## config.mk

```make
export PLATFORM = sky130hd
export DESIGN_NAME = rf_write_arbiter
export DESIGN_NICKNAME = d
export VERILOG_FILES = /design/src/rtl/rf_write_arbiter.sv
export SDC_FILE = /design/constraint.sdc
export NUM_CORES = 1
export LEC_CHECK = 0
export BUFFER_PORTS_ARGS = -buffer_cell sky130_fd_sc_hd__buf_2
export CAP_MARGIN = 20
export CORE_MARGIN = 2
export CORE_UTILIZATION = 40
export CTS_CLUSTER_SIZE = 16
export DETAILED_ROUTE_END_ITERATION = 7
export PLACE_DENSITY = 0.76
export SETUP_SLACK_MARGIN = 0.05
export SYNTH_ARGS = -nofsm -noshare
export SYNTH_HDL_FRONTEND = slang
export SYNTH_SLANG_ARGS = --single-unit
export TNS_END_PERCENT = 30
```

## constraint.sdc

```tcl
create_clock -name clk -period 1.6 [get_ports clk]
set_input_delay 0.08 -clock clk [delete_from_list [all_inputs] [get_ports clk]]
set_output_delay 0.08 -clock clk [all_outputs]
set_load 0.02 [all_outputs]
```

## src/rtl/rf_write_arbiter.sv

```systemverilog
// rf_write_arbiter
//
// Round-robin arbiter for the single register-file write port. Several
// write-back sources (ALU, load unit, mul/div, ...) offer an address/data
// pair with a valid/ready handshake. At most one source is accepted per
// cycle. The accepted pair is registered and presented to the register
// storage as a one-cycle write strobe. Writes to register 0 still complete
// the handshake, but the strobe stays low.
//
// Ports
//   clk        clock, all state changes on the rising edge
//   reset      asynchronous active-low reset
//   hold       1 = pipeline owns the port: no grants, pointer frozen
//   req_valid  per-source request
//   req_addr   per-source address, source i at [i*ADDR_WIDTH +: ADDR_WIDTH]
//   req_data   per-source data,    source i at [i*DATA_WIDTH +: DATA_WIDTH]
//   req_ready  per-source accept (combinational, one-hot or zero)
//   wr_en      registered write strobe
//   wr_addr    registered write address
//   wr_data    registered write data
//   grant_id   registered index of the last accepted source
//   wait_cnt   per-source saturating count of consecutive valid-but-not-
//              accepted cycles, source i at [i*CNT_WIDTH +: CNT_WIDTH]

module rf_write_arbiter #(
  parameter int DATA_WIDTH = 32,
  parameter int ADDR_WIDTH = 5,
  parameter int NUM_REQ    = 3,
  parameter int CNT_WIDTH  = 8
) (
  input  logic                            clk,
  input  logic                            reset,
  input  logic                            hold,
  input  logic [NUM_REQ-1:0]              req_valid,
  input  logic [NUM_REQ*ADDR_WIDTH-1:0]   req_addr,
  input  logic [NUM_REQ*DATA_WIDTH-1:0]   req_data,
  output logic [NUM_REQ-1:0]              req_ready,
  output logic                            wr_en,
  output logic [ADDR_WIDTH-1:0]           wr_addr,
  output logic [DATA_WIDTH-1:0]           wr_data,
  output logic [2:0]                      grant_id,
  output logic [NUM_REQ*CNT_WIDTH-1:0]    wait_cnt
);

  localparam int PTR_W = (NUM_REQ > 1) ? $clog2(NUM_REQ) : 1;
  localparam logic [PTR_W-1:0]     LAST_IDX = PTR_W'(NUM_REQ - 1);
  localparam logic [CNT_WIDTH-1:0] CNT_MAX  = '1;

  // Advance an index by one, wrapping at NUM_REQ.
  function automatic logic [PTR_W-1:0] inc_wrap(input logic [PTR_W-1:0] idx);
    logic [PTR_W-1:0] nxt;
    if (idx == LAST_IDX) begin
      nxt = '0;
    end else begin
      nxt = idx + PTR_W'(1);
    end
    return nxt;
  endfunction

  // State
  logic [PTR_W-1:0]      ptr_q,     ptr_d;
  logic                  wr_en_q,   wr_en_d;
  logic [ADDR_WIDTH-1:0] wr_addr_q, wr_addr_d;
  logic [DATA_WIDTH-1:0] wr_data_q, wr_data_d;
  logic [2:0]            gid_q,     gid_d;
  logic [CNT_WIDTH-1:0]  cnt_q [NUM_REQ];
  logic [CNT_WIDTH-1:0]  cnt_d [NUM_REQ];

  // Arbitration results
  logic                  win_found;
  logic [PTR_W-1:0]      win_idx;
  logic [PTR_W-1:0]      cand;
  logic [ADDR_WIDTH-1:0] win_addr;
  logic [DATA_WIDTH-1:0] win_data;
  logic [NUM_REQ-1:0]    ready_d;

  // Scan from the priority pointer, wrapping, and take the first valid
  // source. The reset term keeps req_ready low while reset is asserted,
  // since the handshake is combinational and would otherwise follow valid.
  always_comb begin
    win_found = 1'b0;
    win_idx   = '0;
    cand      = ptr_q;
    if (reset && !hold) begin
      for (int off = 0; off < NUM_REQ; off++) begin
        if (!win_found && req_valid[cand]) begin
          win_found = 1'b1;
          win_idx   = cand;
        end
        cand = inc_wrap(cand);
      end
    end
  end

  always_comb begin
    ready_d  = '0;
    win_addr = req_addr[win_idx*ADDR_WIDTH +: ADDR_WIDTH];
    win_data = req_data[win_idx*DATA_WIDTH +: DATA_WIDTH];
    if (win_found) begin
      ready_d[win_idx] = 1'b1;
    end
  end

  assign req_ready = ready_d;

  // Output register and pointer next-state. Without a transfer everything
  // except the strobe keeps its previous value.
  always_comb begin
    ptr_d     = ptr_q;
    gid_d     = gid_q;
    wr_addr_d = wr_addr_q;
    wr_data_d = wr_data_q;
    wr_en_d   = 1'b0;
    if (win_found) begin
      ptr_d     = inc_wrap(win_idx);
      gid_d     = 3'(win_idx);
      wr_addr_d = win_addr;
      wr_data_d = win_data;
      // Register 0 is hardwired to zero: accept the source but drop the write.
      wr_en_d   = (win_addr != '0);
    end
  end

  // Wait counters: count while requesting and not accepted, saturate,
  // clear on acceptance or when the request goes away.
  always_comb begin
    for (int i = 0; i < NUM_REQ; i++) begin
      cnt_d[i] = '0;
      if (req_valid[i] && !ready_d[i]) begin
        if (cnt_q[i] == CNT_MAX) begin
          cnt_d[i] = cnt_q[i];
        end else begin
          cnt_d[i] = cnt_q[i] + CNT_WIDTH'(1);
        end
      end
    end
  end

  always_ff @(posedge clk or negedge reset) begin
    if (!reset) begin
      ptr_q     <= '0;
      gid_q     <= '0;
      wr_en_q   <= 1'b0;
      wr_addr_q <= '0;
      wr_data_q <= '0;
      for (int i = 0; i < NUM_REQ; i++) begin
        cnt_q[i] <= '0;
      end
    end else begin
      ptr_q     <= ptr_d;
      gid_q     <= gid_d;
      wr_en_q   <= wr_en_d;
      wr_addr_q <= wr_addr_d;
      wr_data_q <= wr_data_d;
      for (int i = 0; i < NUM_REQ; i++) begin
        cnt_q[i] <= cnt_d[i];
      end
    end
  end

  assign wr_en    = wr_en_q;
  assign wr_addr  = wr_addr_q;
  assign wr_data  = wr_data_q;
  assign grant_id = gid_q;

  for (genvar g = 0; g < NUM_REQ; g++) begin : g_wait_pack
    assign wait_cnt[g*CNT_WIDTH +: CNT_WIDTH] = cnt_q[g];
  end

  // Structural invariants of the arbiter.
  a_ready_onehot : assert property (@(posedge clk) disable iff (!reset)
    $onehot0(req_ready));

  a_ready_needs_valid : assert property (@(posedge clk) disable iff (!reset)
    ((req_ready & ~req_valid) == '0));

  a_ptr_in_range : assert property (@(posedge clk) disable iff (!reset)
    (ptr_q <= LAST_IDX));

  a_hold_blocks : assert property (@(posedge clk) disable iff (!reset)
    (hold |-> (req_ready == '0)));

endmodule

```

==> insert_results.sql <==
INSERT INTO impl_metrics (metric_group, metric, value, unit) VALUES
('outcome', 'status', 'finished, violations left', ''),
('outcome', 'failed_checks', 'setup timing', ''),
('clock_tree', 'cts-buffers-inserted', '9', ''),
('sta', 'max_slew_margin', '45.4', '%'),
('synthesis', 'syn_avg_cell_area', '10.6', 'um^2'),
('detailed_routing', 'route.detailed.vias_per_inst', '5.18', ''),
('floorplanning', 'die-width', '95.8', 'um'),
('critical_path', 'startpoint_to_endpoint_class_of_the_critical_path', 'flop to flop', ''),
('clock_tree', 'clkLatencyLatePin', '0.33', 'ns'),
('job', 'maxCapViolCount', '0', ''),
('sta', 'fin_tns_setup', '-5.66', 'ns'),
('synthesis', 'synthesized_flop_and_latch_total', '66', ''),
('synthesis', 'yosysMostFrequentCell', 'dfrtp_1', ''),
('detailed_routing', 'wire_per_inst', '15.3', 'um'),
('placed_design', 'number_of_buffer_cells_added_on_primary_ports', '183', ''),
('pwr', 'peakVddDrop', '0.424', 'mV'),
('synthesis', 'synth_async_sr_flop_share', '100', '%'),
('clock_tree', 'cts.reportedPaths.clkPinSlew', '0.07', 'ns'),
('synthesis', 'synth.net_count', '437', ''),
('synthesis', 'synth_flop_cell', 'dfrtp_1', ''),
('placed_design', 'placedCellCount', '612', ''),
('floorplanning', 'die_y', '95.8', 'um'),
('sta', 'max_freq', '0.557', 'GHz'),
('synthesis', 'netlist.area_leader.share', '49.0', '%'),
('cells_and_area', 'layout-drive-gt1-share', '49.8', '%'),
('pwr', 'power.total', '4.77', 'mW'),
('synthesis', 'synth.cells.most_frequent', 'dfrtp_1, o21ai_0, mux2i_1', ''),
('floorplanning', 'floorplan.rows', '33', ''),
('pwr', 'power_density', '867', 'nW/um^2'),
('synthesis', 'synth-seq-area-share', '49.0', '%'),
('cells_and_area', 'antenna_cells', '0', ''),
('cells_and_area', 'multi_input_comb_area', '1770', 'um^2'),
('synthesis', 'post-synth-top-area-cell', 'dfrtp_1', ''),
('cells_and_area', 'final_cell_area', '5500', 'um^2'),
('global_route', 'via_count_of_the_first_global_routing_pass', '3286', ''),
('global_route', 'grt_first_pass_wirelength', '15.3', 'mm'),
('placed_design', 'detailedPlacementHpwl', '6.94', 'mm'),
('sta', 'worst_pin_slew', '0.818', 'ns'),
('synthesis', 'synth_cells', '317', ''),
('cells_and_area', 'utilization', '67.3', '%'),
('floorplanning', 'floorplan.initialDensity', '41.3', '%'),
('worst_hold_path', 'hold_path_class', 'primary input to flop', ''),
('clock_tree', 'cts.htree.levels', '3', ''),
('cells_and_area', 'flow.area_growth_from_synthesis', '63.1', '%'),
('placed_design', 'dp_worst_setup_slack', '-0.111', 'ns'),
('detailed_routing', 'drt-pass1-iter-count', '4', ''),
('global_route', 'grt_antenna_before_repair', '0', ''),
('detailed_routing', 'vias', '3483', ''),
('global_route', 'grt_remaining_overflow', '0', ''),
('clock_tree', 'clock_tree.buffer_depth', '2', ''),
('detailed_routing', 'dr.first_iter.drc_count', '120', ''),
('sta', 'grt_setup_unrepaired', 'true', ''),
('sta', 'setup-violations-final', '49', ''),
('floorplanning', 'die-area', '9180', 'um^2'),
('detailed_routing', 'drtAntennaViolNets', '0', ''),
('clock_tree', 'clk_root_buffer_cell', 'clkbuf_8', ''),
('sta', 'worst_clock_skew', '0.0124', 'ns'),
('cells_and_area', 'instances_no_fill', '673', ''),
('sta', 'final-max-slew-violation-count', '0', ''),
('critical_path', 'critical_path_peak_fanout', '5', ''),
('floorplanning', 'boundaryPins', '185', ''),
('global_route', 'grt_start_max_net_pins', '67', ''),
('sta', 'finalWorstPathRequiredPeriod', '1.80', 'ns'),
('floorplanning', 'floorplan.core_area', '8180', 'um^2'),
('clock_tree', 'clock_sinks', '66', ''),
('placed_design', 'globalplace.congestion', '0.823', ''),
('critical_path', 'kind_of_end_point_of_the_critical_path', 'flop', ''),
('critical_path', 'worstSetupStartpointType', 'flop', ''),
('synthesis', 'post_synth_main_area_contributors', 'dfrtp_1, mux2i_1, a22oi_1, o21ai_0, nor2_1', ''),
('sta', 'final_worst_setup_slack', '-0.195', 'ns'),
('synthesis', 'synth_enable_flop_cells', '0', '');
cell usage in the layout, fill, tap and decap left out, types with 2 or more instances in the layout:
master / instances
buf_2: 180
dfrtp_1: 61
mux2i_1: 38
a22oi_1: 30
buf_4: 29
o21ai_1: 27
dlygate4sd3_1: 23
nor2_1: 22
o21ai_0: 16
nand2_1: 12
buf_6: 11
nand3_1: 10
clkbuf_8: 10
xor2_1: 8
buf_12: 8
nand4_1: 7
mux2_4: 5
and3_1: 5
dfrtp_2: 5
a21oi_1: 4
a21oi_4: 3
inv_1: 3
xnor2_1: 3
ha_1: 3
mux2_2: 2
mux2i_4: 2
and3_4: 2
nor3_1: 2
nand3_4: 2
a22oi_2: 2
clkinv_2: 2
buf_16: 2
clkbuf_16: 2
buf_8: 2
worst paths after layout:
check | startpoint | to | slack (ns) | cells after the start
setup / recovery | ptr_q[1]$_DFFE_PN0P_ | wr_en$_DFF_PN0_ | -0.20 | 7
hold / removal | req_data[91] | wr_data[27]$_DFFE_PN0P_ | 0.02 | 3
setup reg to reg | ptr_q[1]$_DFFE_PN0P_ | wr_en$_DFF_PN0_ | -0.20 | 7
hold reg to reg | wr_addr[3]$_DFFE_PN0P_ | wr_addr[3]$_DFFE_PN0P_ | 0.49 | 2
max in group asynchronous | reset | ptr_q[0]$_DFFE_PN0P_ | 0.50 | 3
min in group asynchronous | reset | wait_cnt[15]$_DFFE_PN0P_ | 0.52 | 3
critical path, stage by stage (launching register included):
cell and delay [ns]:
dfrtp_2 0.47, a21oi_4 0.16, o2111ai_4 0.16, inv_4 0.14, buf_6 0.11, mux2_4 0.28
mux2_2 0.26, a41oi_2 0.12
layout make-up:
type | count | share of cell area, %
Timing Repair Buffer | 257 | 32.1
Sequential cell | 66 | 30.1
Clock buffer | 11 | 2.57
Multi-Input combinational cell | 226 | 32.1
Tap cell | 105 | 2.39
Inverter | 5 | 0.387
Clock inverter | 3 | 0.318
power breakdown:
group	internal [mW]	switching (mW)	total (mW)	leakage (nW)
Sequential	1.91	0.173	2.08	0.844
Combinational	0.706	0.820	1.53	1.80
Clock	0.583	0.583	1.17	0.0810
Total	3.19	1.58	4.77	2.73
registers in the layout (all words and copies together), names as in the netlist:
| name | flops |
|---|---|
| grant_id | 2 |
| ptr_q | 2 |
| wr_data | 32 |
| wr_en | 1 |
| wr_addr | 5 |
| wait_cnt | 24 |
cells by family after synthesis:
logic type / Yosys count / synth area share, %
xor gates and xnor gates: 11 / 2.86
AOI/OAI and AO/OA: 92 / 17.8
buffers and inverters: 25 / 4.23
muxes: 48 / 14.6
and+or+nand+nor: 71 / 10.3
other: 1 / 0.111
adders and majority gates: 3 / 1.11
DFF: 66 / 49.0
per-layer routing:
metal  vias to the layer above  track usage [%]  wire [um]
met5                         -                0          0
li1                       1662                -          -
met4                         0             10.7        331
met2                       128             36.6       5280
met3                        23             4.23        599
met1                      1670             26.4       4060
repair_timing:
action                                  CTS  global route
endpoints found under the setup margin   52            60
buffers inserted                         11            10
gates resized for setup                  43            33
hold endpoints to repair                 32             0
cloned                                    2             2
pin swaps                                 7            12
hold buffers                             23             0
Note: power is estimated with default switching activity, not from simulation.
